`src/rtl/pipe_addsub_pkg.sv`:
```
// Shared encodings and helpers for the pipelined add/subtract unit.
package pipe_addsub_pkg;

    typedef enum logic [1:0] {
        OP_ADD = 2'b00,
        OP_SUB = 2'b01,
        OP_ADC = 2'b10,
        OP_SBB = 2'b11
    } op_e;

    localparam int unsigned FLAG_N = 0;
    localparam int unsigned FLAG_Z = 1;
    localparam int unsigned FLAG_C = 2;
    localparam int unsigned FLAG_V = 3;

    function automatic int unsigned stages_f(input int unsigned width, input int unsigned slice);
        return width / slice;
    endfunction

endpackage

```
`src/rtl/cla_slice.sv`:
```
// SLICE-bit combinational carry-lookahead adder; c_msb is the carry into the top bit.
module cla_slice #(
    parameter int unsigned SLICE = 8
) (
    input  logic [SLICE-1:0] a,
    input  logic [SLICE-1:0] b,
    input  logic             ci,
    output logic [SLICE-1:0] s,
    output logic             co,
    output logic             c_msb
);

    logic [SLICE-1:0] g;
    logic [SLICE-1:0] p;
    logic [SLICE:0]   c;

    assign g = a & b;
    assign p = a ^ b;

    // Each carry is expanded independently from ci so no carry feeds another.
    always_comb begin
        logic acc;
        c    = '0;
        c[0] = ci;
        for (int unsigned i = 0; i < SLICE; i++) begin
            acc = ci;
            for (int unsigned j = 0; j <= i; j++) begin
                acc = g[j] | (p[j] & acc);
            end
            c[i+1] = acc;
        end
    end

    assign s     = p ^ c[SLICE-1:0];
    assign co    = c[SLICE];
    assign c_msb = c[SLICE-1];

endmodule

```
`src/rtl/pipe_addsub.sv`:
```
// Pipelined add/subtract with valid/ready handshake, one slice per stage.
// Optional saturation enabled by defining PIPE_ADDSUB_SAT_EN.
module pipe_addsub
    import pipe_addsub_pkg::*;
#(
    parameter int unsigned WIDTH = 32,
    parameter int unsigned SLICE = 8
) (
    input  logic             clk,
    input  logic             rst_n,
    input  logic             in_valid,
    output logic             in_ready,
    input  logic [WIDTH-1:0] a,
    input  logic [WIDTH-1:0] b,
    input  logic [1:0]       op,
    input  logic             cin,
`ifdef PIPE_ADDSUB_SAT_EN
    input  logic             sat,
`endif
    output logic             out_valid,
    input  logic             out_ready,
    output logic [WIDTH-1:0] sum,
    output logic             cout,
    output logic             overflow,
    output logic             zero,
    output logic             neg
);

    localparam int unsigned STAGES = stages_f(WIDTH, SLICE);
    localparam int unsigned L      = STAGES - 1;

    logic             adv;
    logic [WIDTH-1:0] b_eff;
    logic             cin_eff;

    logic [STAGES-1:0][WIDTH-1:0] opa, opb, rin;
    logic [STAGES-1:0][WIDTH-1:0] ska_d, ska_q, skb_d, skb_q, res_d, res_q;
    logic [STAGES-1:0][SLICE-1:0] ss;
    logic [STAGES-1:0]            ci, co, cm, zin, vin;
    logic [STAGES-1:0]            c_d, c_q, z_d, z_q, v_d, v_q;
    logic                         ovf_d, ovf_q;
`ifdef PIPE_ADDSUB_SAT_EN
    logic [STAGES-1:0]            satin, sain, sat_d, sat_q, sa_d, sa_q;
`endif

    always_comb begin
        b_eff   = b;
        cin_eff = 1'b0;
        case (op_e'(op))
            OP_ADD: begin b_eff = b;  cin_eff = 1'b0; end
            OP_SUB: begin b_eff = ~b; cin_eff = 1'b1; end
            OP_ADC: begin b_eff = b;  cin_eff = cin;  end
            OP_SBB: begin b_eff = ~b; cin_eff = cin;  end
            default: ;
        endcase
    end

    // Stage 0 takes operands straight from the ports; later stages from the skew registers.
    always_comb begin
        opa[0] = a;
        opb[0] = b_eff;
        ci[0]  = cin_eff;
        rin[0] = '0;
        zin[0] = 1'b1;
        vin[0] = in_valid;
`ifdef PIPE_ADDSUB_SAT_EN
        satin[0] = sat;
        sain[0]  = a[WIDTH-1];
`endif
        for (int unsigned k = 1; k < STAGES; k++) begin
            opa[k] = ska_q[k-1];
            opb[k] = skb_q[k-1];
            ci[k]  = c_q[k-1];
            rin[k] = res_q[k-1];
            zin[k] = z_q[k-1];
            vin[k] = v_q[k-1];
`ifdef PIPE_ADDSUB_SAT_EN
            satin[k] = sat_q[k-1];
            sain[k]  = sa_q[k-1];
`endif
        end
    end

    for (genvar k = 0; k < STAGES; k++) begin : g_slice
        cla_slice #(.SLICE(SLICE)) u_cla (
            .a     (opa[k][SLICE-1:0]),
            .b     (opb[k][SLICE-1:0]),
            .ci    (ci[k]),
            .s     (ss[k]),
            .co    (co[k]),
            .c_msb (cm[k])
        );
    end

    always_comb begin
        for (int unsigned k = 0; k < STAGES; k++) begin
            ska_d[k] = opa[k] >> SLICE;
            skb_d[k] = opb[k] >> SLICE;
            res_d[k] = rin[k];
            res_d[k][k*SLICE +: SLICE] = ss[k];
            c_d[k]   = co[k];
            z_d[k]   = zin[k] & ~|ss[k];
            v_d[k]   = vin[k];
`ifdef PIPE_ADDSUB_SAT_EN
            sat_d[k] = satin[k];
            sa_d[k]  = sain[k];
`endif
        end
        ovf_d = cm[L] ^ co[L];
`ifdef PIPE_ADDSUB_SAT_EN
        // Clamp direction follows operand A's sign; a clamped value is never zero.
        if (satin[L] && ovf_d) begin
            res_d[L] = sain[L] ? {1'b1, {(WIDTH-1){1'b0}}} : {1'b0, {(WIDTH-1){1'b1}}};
            z_d[L]   = 1'b0;
        end
`endif
    end

    always_ff @(posedge clk) begin
        if (!rst_n) begin
            ska_q <= '0;
            skb_q <= '0;
            res_q <= '0;
            c_q   <= '0;
            z_q   <= '0;
            v_q   <= '0;
            ovf_q <= 1'b0;
`ifdef PIPE_ADDSUB_SAT_EN
            sat_q <= '0;
            sa_q  <= '0;
`endif
        end else if (adv) begin
            ska_q <= ska_d;
            skb_q <= skb_d;
            res_q <= res_d;
            c_q   <= c_d;
            z_q   <= z_d;
            v_q   <= v_d;
            ovf_q <= ovf_d;
`ifdef PIPE_ADDSUB_SAT_EN
            sat_q <= sat_d;
            sa_q  <= sa_d;
`endif
        end
    end

    assign adv       = !v_q[L] | out_ready;
    assign in_ready  = adv;
    assign out_valid = v_q[L];
    assign sum       = res_q[L];
    assign cout      = c_q[L];
    assign overflow  = ovf_q;
    assign zero      = z_q[L];
    assign neg       = res_q[L][WIDTH-1];

endmodule
```
`config.mk`:
```
export PLATFORM = sky130hd
export DESIGN_NAME = pipe_addsub
export DESIGN_NICKNAME = d
export VERILOG_FILES = /design/src/rtl/pipe_addsub_pkg.sv /design/src/rtl/cla_slice.sv /design/src/rtl/pipe_addsub.sv
export SDC_FILE = /design/constraint.sdc
export NUM_CORES = 1
export LEC_CHECK = 0
export ABC_AREA = 1
export CAP_MARGIN = 20
export CORE_AREA = 4 4 106 158
export DETAILED_ROUTE_END_ITERATION = 10
export DIE_AREA = 0 0 110 162
export GPL_ROUTABILITY_DRIVEN = 0
export GPL_TIMING_DRIVEN = 1
export MAX_ROUTING_LAYER = met4
export PLACE_DENSITY = 0.73
export SLEW_MARGIN = 30
export SYNTH_ARGS = -nofsm -noshare
export SYNTH_HDL_FRONTEND = slang
export SYNTH_SLANG_ARGS = --single-unit
```
`constraint.sdc`:
```
create_clock -name clk -period 10.1 [get_ports clk]
set_clock_uncertainty 0.1 [all_clocks]
set_input_delay 1.01 -clock clk [delete_from_list [all_inputs] [get_ports clk]]
set_output_delay 1.01 -clock clk [all_outputs]
set_load 0.01 [all_outputs]
```
==> results.py <==
metrics = {
    "status": {
        "status": "complete, no violations",
    },
    "drt": {
        "viasPerCell": 4.92,
        "drt_first_pass_iters": 5,
        "dr_total_vias": 5839,
        "drc_errors": 0,
        "drt-total-wl_um": 15700,
        "ant_nets": 0,
        "wl_per_cell_um": 13.2,
        "first_iter_violations": 495,
    },
    "critical_path": {
        "r2r-start": "opb[96]",
        "cp-end-kind": "flip-flop",
        "worst-r2r-cell-count": 15,
        "worstSetupEndpoint": "z_q[0]",
        "critPathArrivalTime_ns": 5.47,
        "max_stage_delay_ns": 0.58,
        "path_class": "input pin to flip-flop",
        "r2r_end": "z_q[3]",
        "crit_chain": "buf_2 -> inv_2 -> nor2_1 -> a21oi_1 -> fa_1 -> inv_1 -> fa_1 -> inv_1 -> fa_1 -> fa_1 -> fa_1 -> fa_1 -> fa_1 -> inv_1 -> fa_1 -> nor2_1 -> nand3_1 -> a21oi_1",
        "startpoint_type": "input pin",
        "worstPathRequired_ns": 10.35,
        "critPathMaxFanout": 27,
        "rrSetupSlack_ns": 5.55,
        "crit_top_cell": "fa_1",
        "slowest_stage": "buf_2",
        "worstSetupStartpoint": "op[0]",
    },
    "run": {
        "drv_cap": 0,
    },
    "yosys": {
        "netlist_instances": 904,
        "synth-seq-cells": 189,
        "ys.warnings.count": 0,
        "synth_nets": 1007,
        "ys_types": 23,
        "synth_edf_count": 0,
        "mappedNetlistArea_um2": 7560,
        "syn_avg_cell_area_um2": 8.36,
        "ys.flop_type": "dfxtp_1",
        "ys_seq_area_share_pct": 50.0,
        "async_flop_share_pct": 0,
    },
    "clocking": {
        "cts-hold-fix-buffers": 0,
        "clk_latency_ns": 0.42,
        "clk_path_buf_depth": 2,
        "post-cts-setup-buffers": 0,
        "root_buffer": "clkbuf_16",
        "cts_resized": 0,
        "numCtsBuffers": 17,
        "clkTransAtPathRegs_ns": 0.07,
        "clock-sinks": 189,
        "cts_tree": "done",
        "ctsHtreeMaxLevel": 4,
    },
    "timing": {
        "setup_viol": 0,
        "slew_headroom_pct": 40.0,
        "tightest_slew_ns": 0.900,
        "setup_tns_ns": 0,
        "rsz0062_at_grt": "no",
        "clock.fmax_ghz": 0.192,
        "fin_crit_ns": 5.22,
        "slew_violations": 0,
        "finalHoldViolations": 0,
        "timing.final.crit_share_pct": 51.7,
    },
    "place": {
        "hpwl_um": 9870,
        "port-buffer-count": 108,
    },
    "final_layout": {
        "syn2layout_area_growth_pct": 22.7,
        "antenna_cells": 0,
        "final_cell_mix": "nor2_1, dfxtp_1, o21ai_0, clkdlybuf4s50_1, a21oi_1",
        "fin_util_pct": 59.9,
        "nets": 1074,
        "drive_gt1_share_pct": 4.67,
        "final_common_cell": "nor2_1",
    },
    "floorplanning": {
        "start_util_pct": 48.8,
        "num_rows": 56,
        "io_pins": 109,
        "die_x_um": 110,
        "die_h_um": 162,
        "die_area_um2": 17800,
        "core_area_um2": 15500,
    },
    "power": {
        "swShare_pct": 23.8,
        "vdd_drop_max_mv": 0.0976,
        "switching_power_mw": 0.418,
        "p_int_mw": 1.34,
        "clkPwrFrac_pct": 40.6,
        "leakage_nw": 3.61,
        "seqPwrFrac_pct": 47.6,
        "combPwrFrac_pct": 11.8,
        "power_density_nw_per_um2": 189,
    },
    "grt": {
        "grt_pass1_wl_um": 25700,
        "grt_pass1_vias": 5307,
        "grt_overflow": 0,
        "grt_max_degree": 114,
        "antenna_found_initial": 0,
        "track_usage_pct": 18.5,
    },
    "worst_hold_path": {
        "worstHoldPathType": "flip-flop to flip-flop",
    },
}
-- worst min path at each step --
stage | start | to | slack [ns] | cells past startpoint
3_5_place_dp | v_q[2] | v_q[3] | 0.35 | 2
6_report | v_q[2] | v_q[3] | 0.36 | 2
5_1_grt | v_q[2] | v_q[3] | 0.40 | 2
4_1_cts | v_q[2] | v_q[3] | 0.37 | 2
3_3_place_gp | z_q[1] | z_q[1] | 0.36 | 2
2_1_floorplan | v_q[2] | v_q[3] | 0.33 | 2
-- sequential cells by signal (all words and copies together), names as in the netlist --
name      flops
sum          32
opb          48
overflow      1
res_d        48
z_q           4
opa          48
c_q           4
v_q           4
-- worst max-delay path, delay by kind of cell --
kind	cells	cell delay [ns]
AOI/OAI and AO/OA	2	0.19
buffers and inverters	5	0.99
adders and majority gates	8	2.87
and+or+nand+nor	3	0.39
-- area by class of cell --
cell class / count / area (um2)
Multi-Input combinational cell: 601 / 3280
Sequential cell: 189 / 3780
Inverter: 49 / 184
Tap cell: 203 / 254
Fill cell: 1378 / 6210
Clock buffer: 20 / 457
Clock inverter: 12 / 185
Timing Repair Buffer: 113 / 1130
-- power by group through the flow --
stage | clock [mW] | sequential (mW) | combinational, mW
after global placement | 0 | 0.849 | 0.204
after global routing | 0.751 | 0.841 | 0.238
after CTS | 0.724 | 0.834 | 0.210
after floorplan | 0 | 0.846 | 0.129
final | 0.712 | 0.835 | 0.207
after detailed placement | 0 | 0.850 | 0.207
-- kinds of logic (layout without fill, tap and decap cells) --
logic type	count (synthesis)	count (layout)	synth area share [%]
AO/OA/AOI/OAI	255	255	17.0
XOR/XNOR	27	27	3.13
adder cells (fa/ha/maj)	32	32	8.47
buffers and inverters	114	194	6.74
flip-flops	189	189	50.0
AND/OR/NAND/NOR	287	287	14.6
-- synth_stat cells, types with 6 or more instances --
library cell / instances / share of area (%)
o21ai_0: 180 / 12
nand2_1: 25 / 1.2
clkbuf_2: 7 / 0.46
dfxtp_1: 189 / 50
inv_1: 46 / 2.3
nor2_1: 250 / 12
fa_1: 32 / 8.5
xnor2_1: 25 / 2.9
buf_4: 13 / 1.3
buf_2: 16 / 1.1
a21oi_1: 65 / 4.3
a31oi_1: 6 / 0.50
clkbuf_1: 24 / 1.2
-- metal layers --
metal  global-route usage, %  up-vias  routed length, um
met5                       -        -                  0
met4                    5.67        0                190
met3                    3.10       10                573
met2                    28.0      120               7340
met1                    25.4     2676               7560
li1                        -     3033                  -
-- through the flow --
step	setup WS (ns)	hold WS [ns]	power, mW	instances	cell area, um2
4_1_cts	4.85	0.370	1.77	1187	9280
2_1_floorplan	5.17	0.335	0.975	904	7560
3_3_place_gp	4.52	0.356	1.05	1154	8610
6_report	4.88	0.363	1.75	1187	9280
5_1_grt	4.59	0.397	1.83	1187	9280
3_5_place_dp	4.40	0.353	1.06	1155	8630
(Power assumes the default switching activity.)
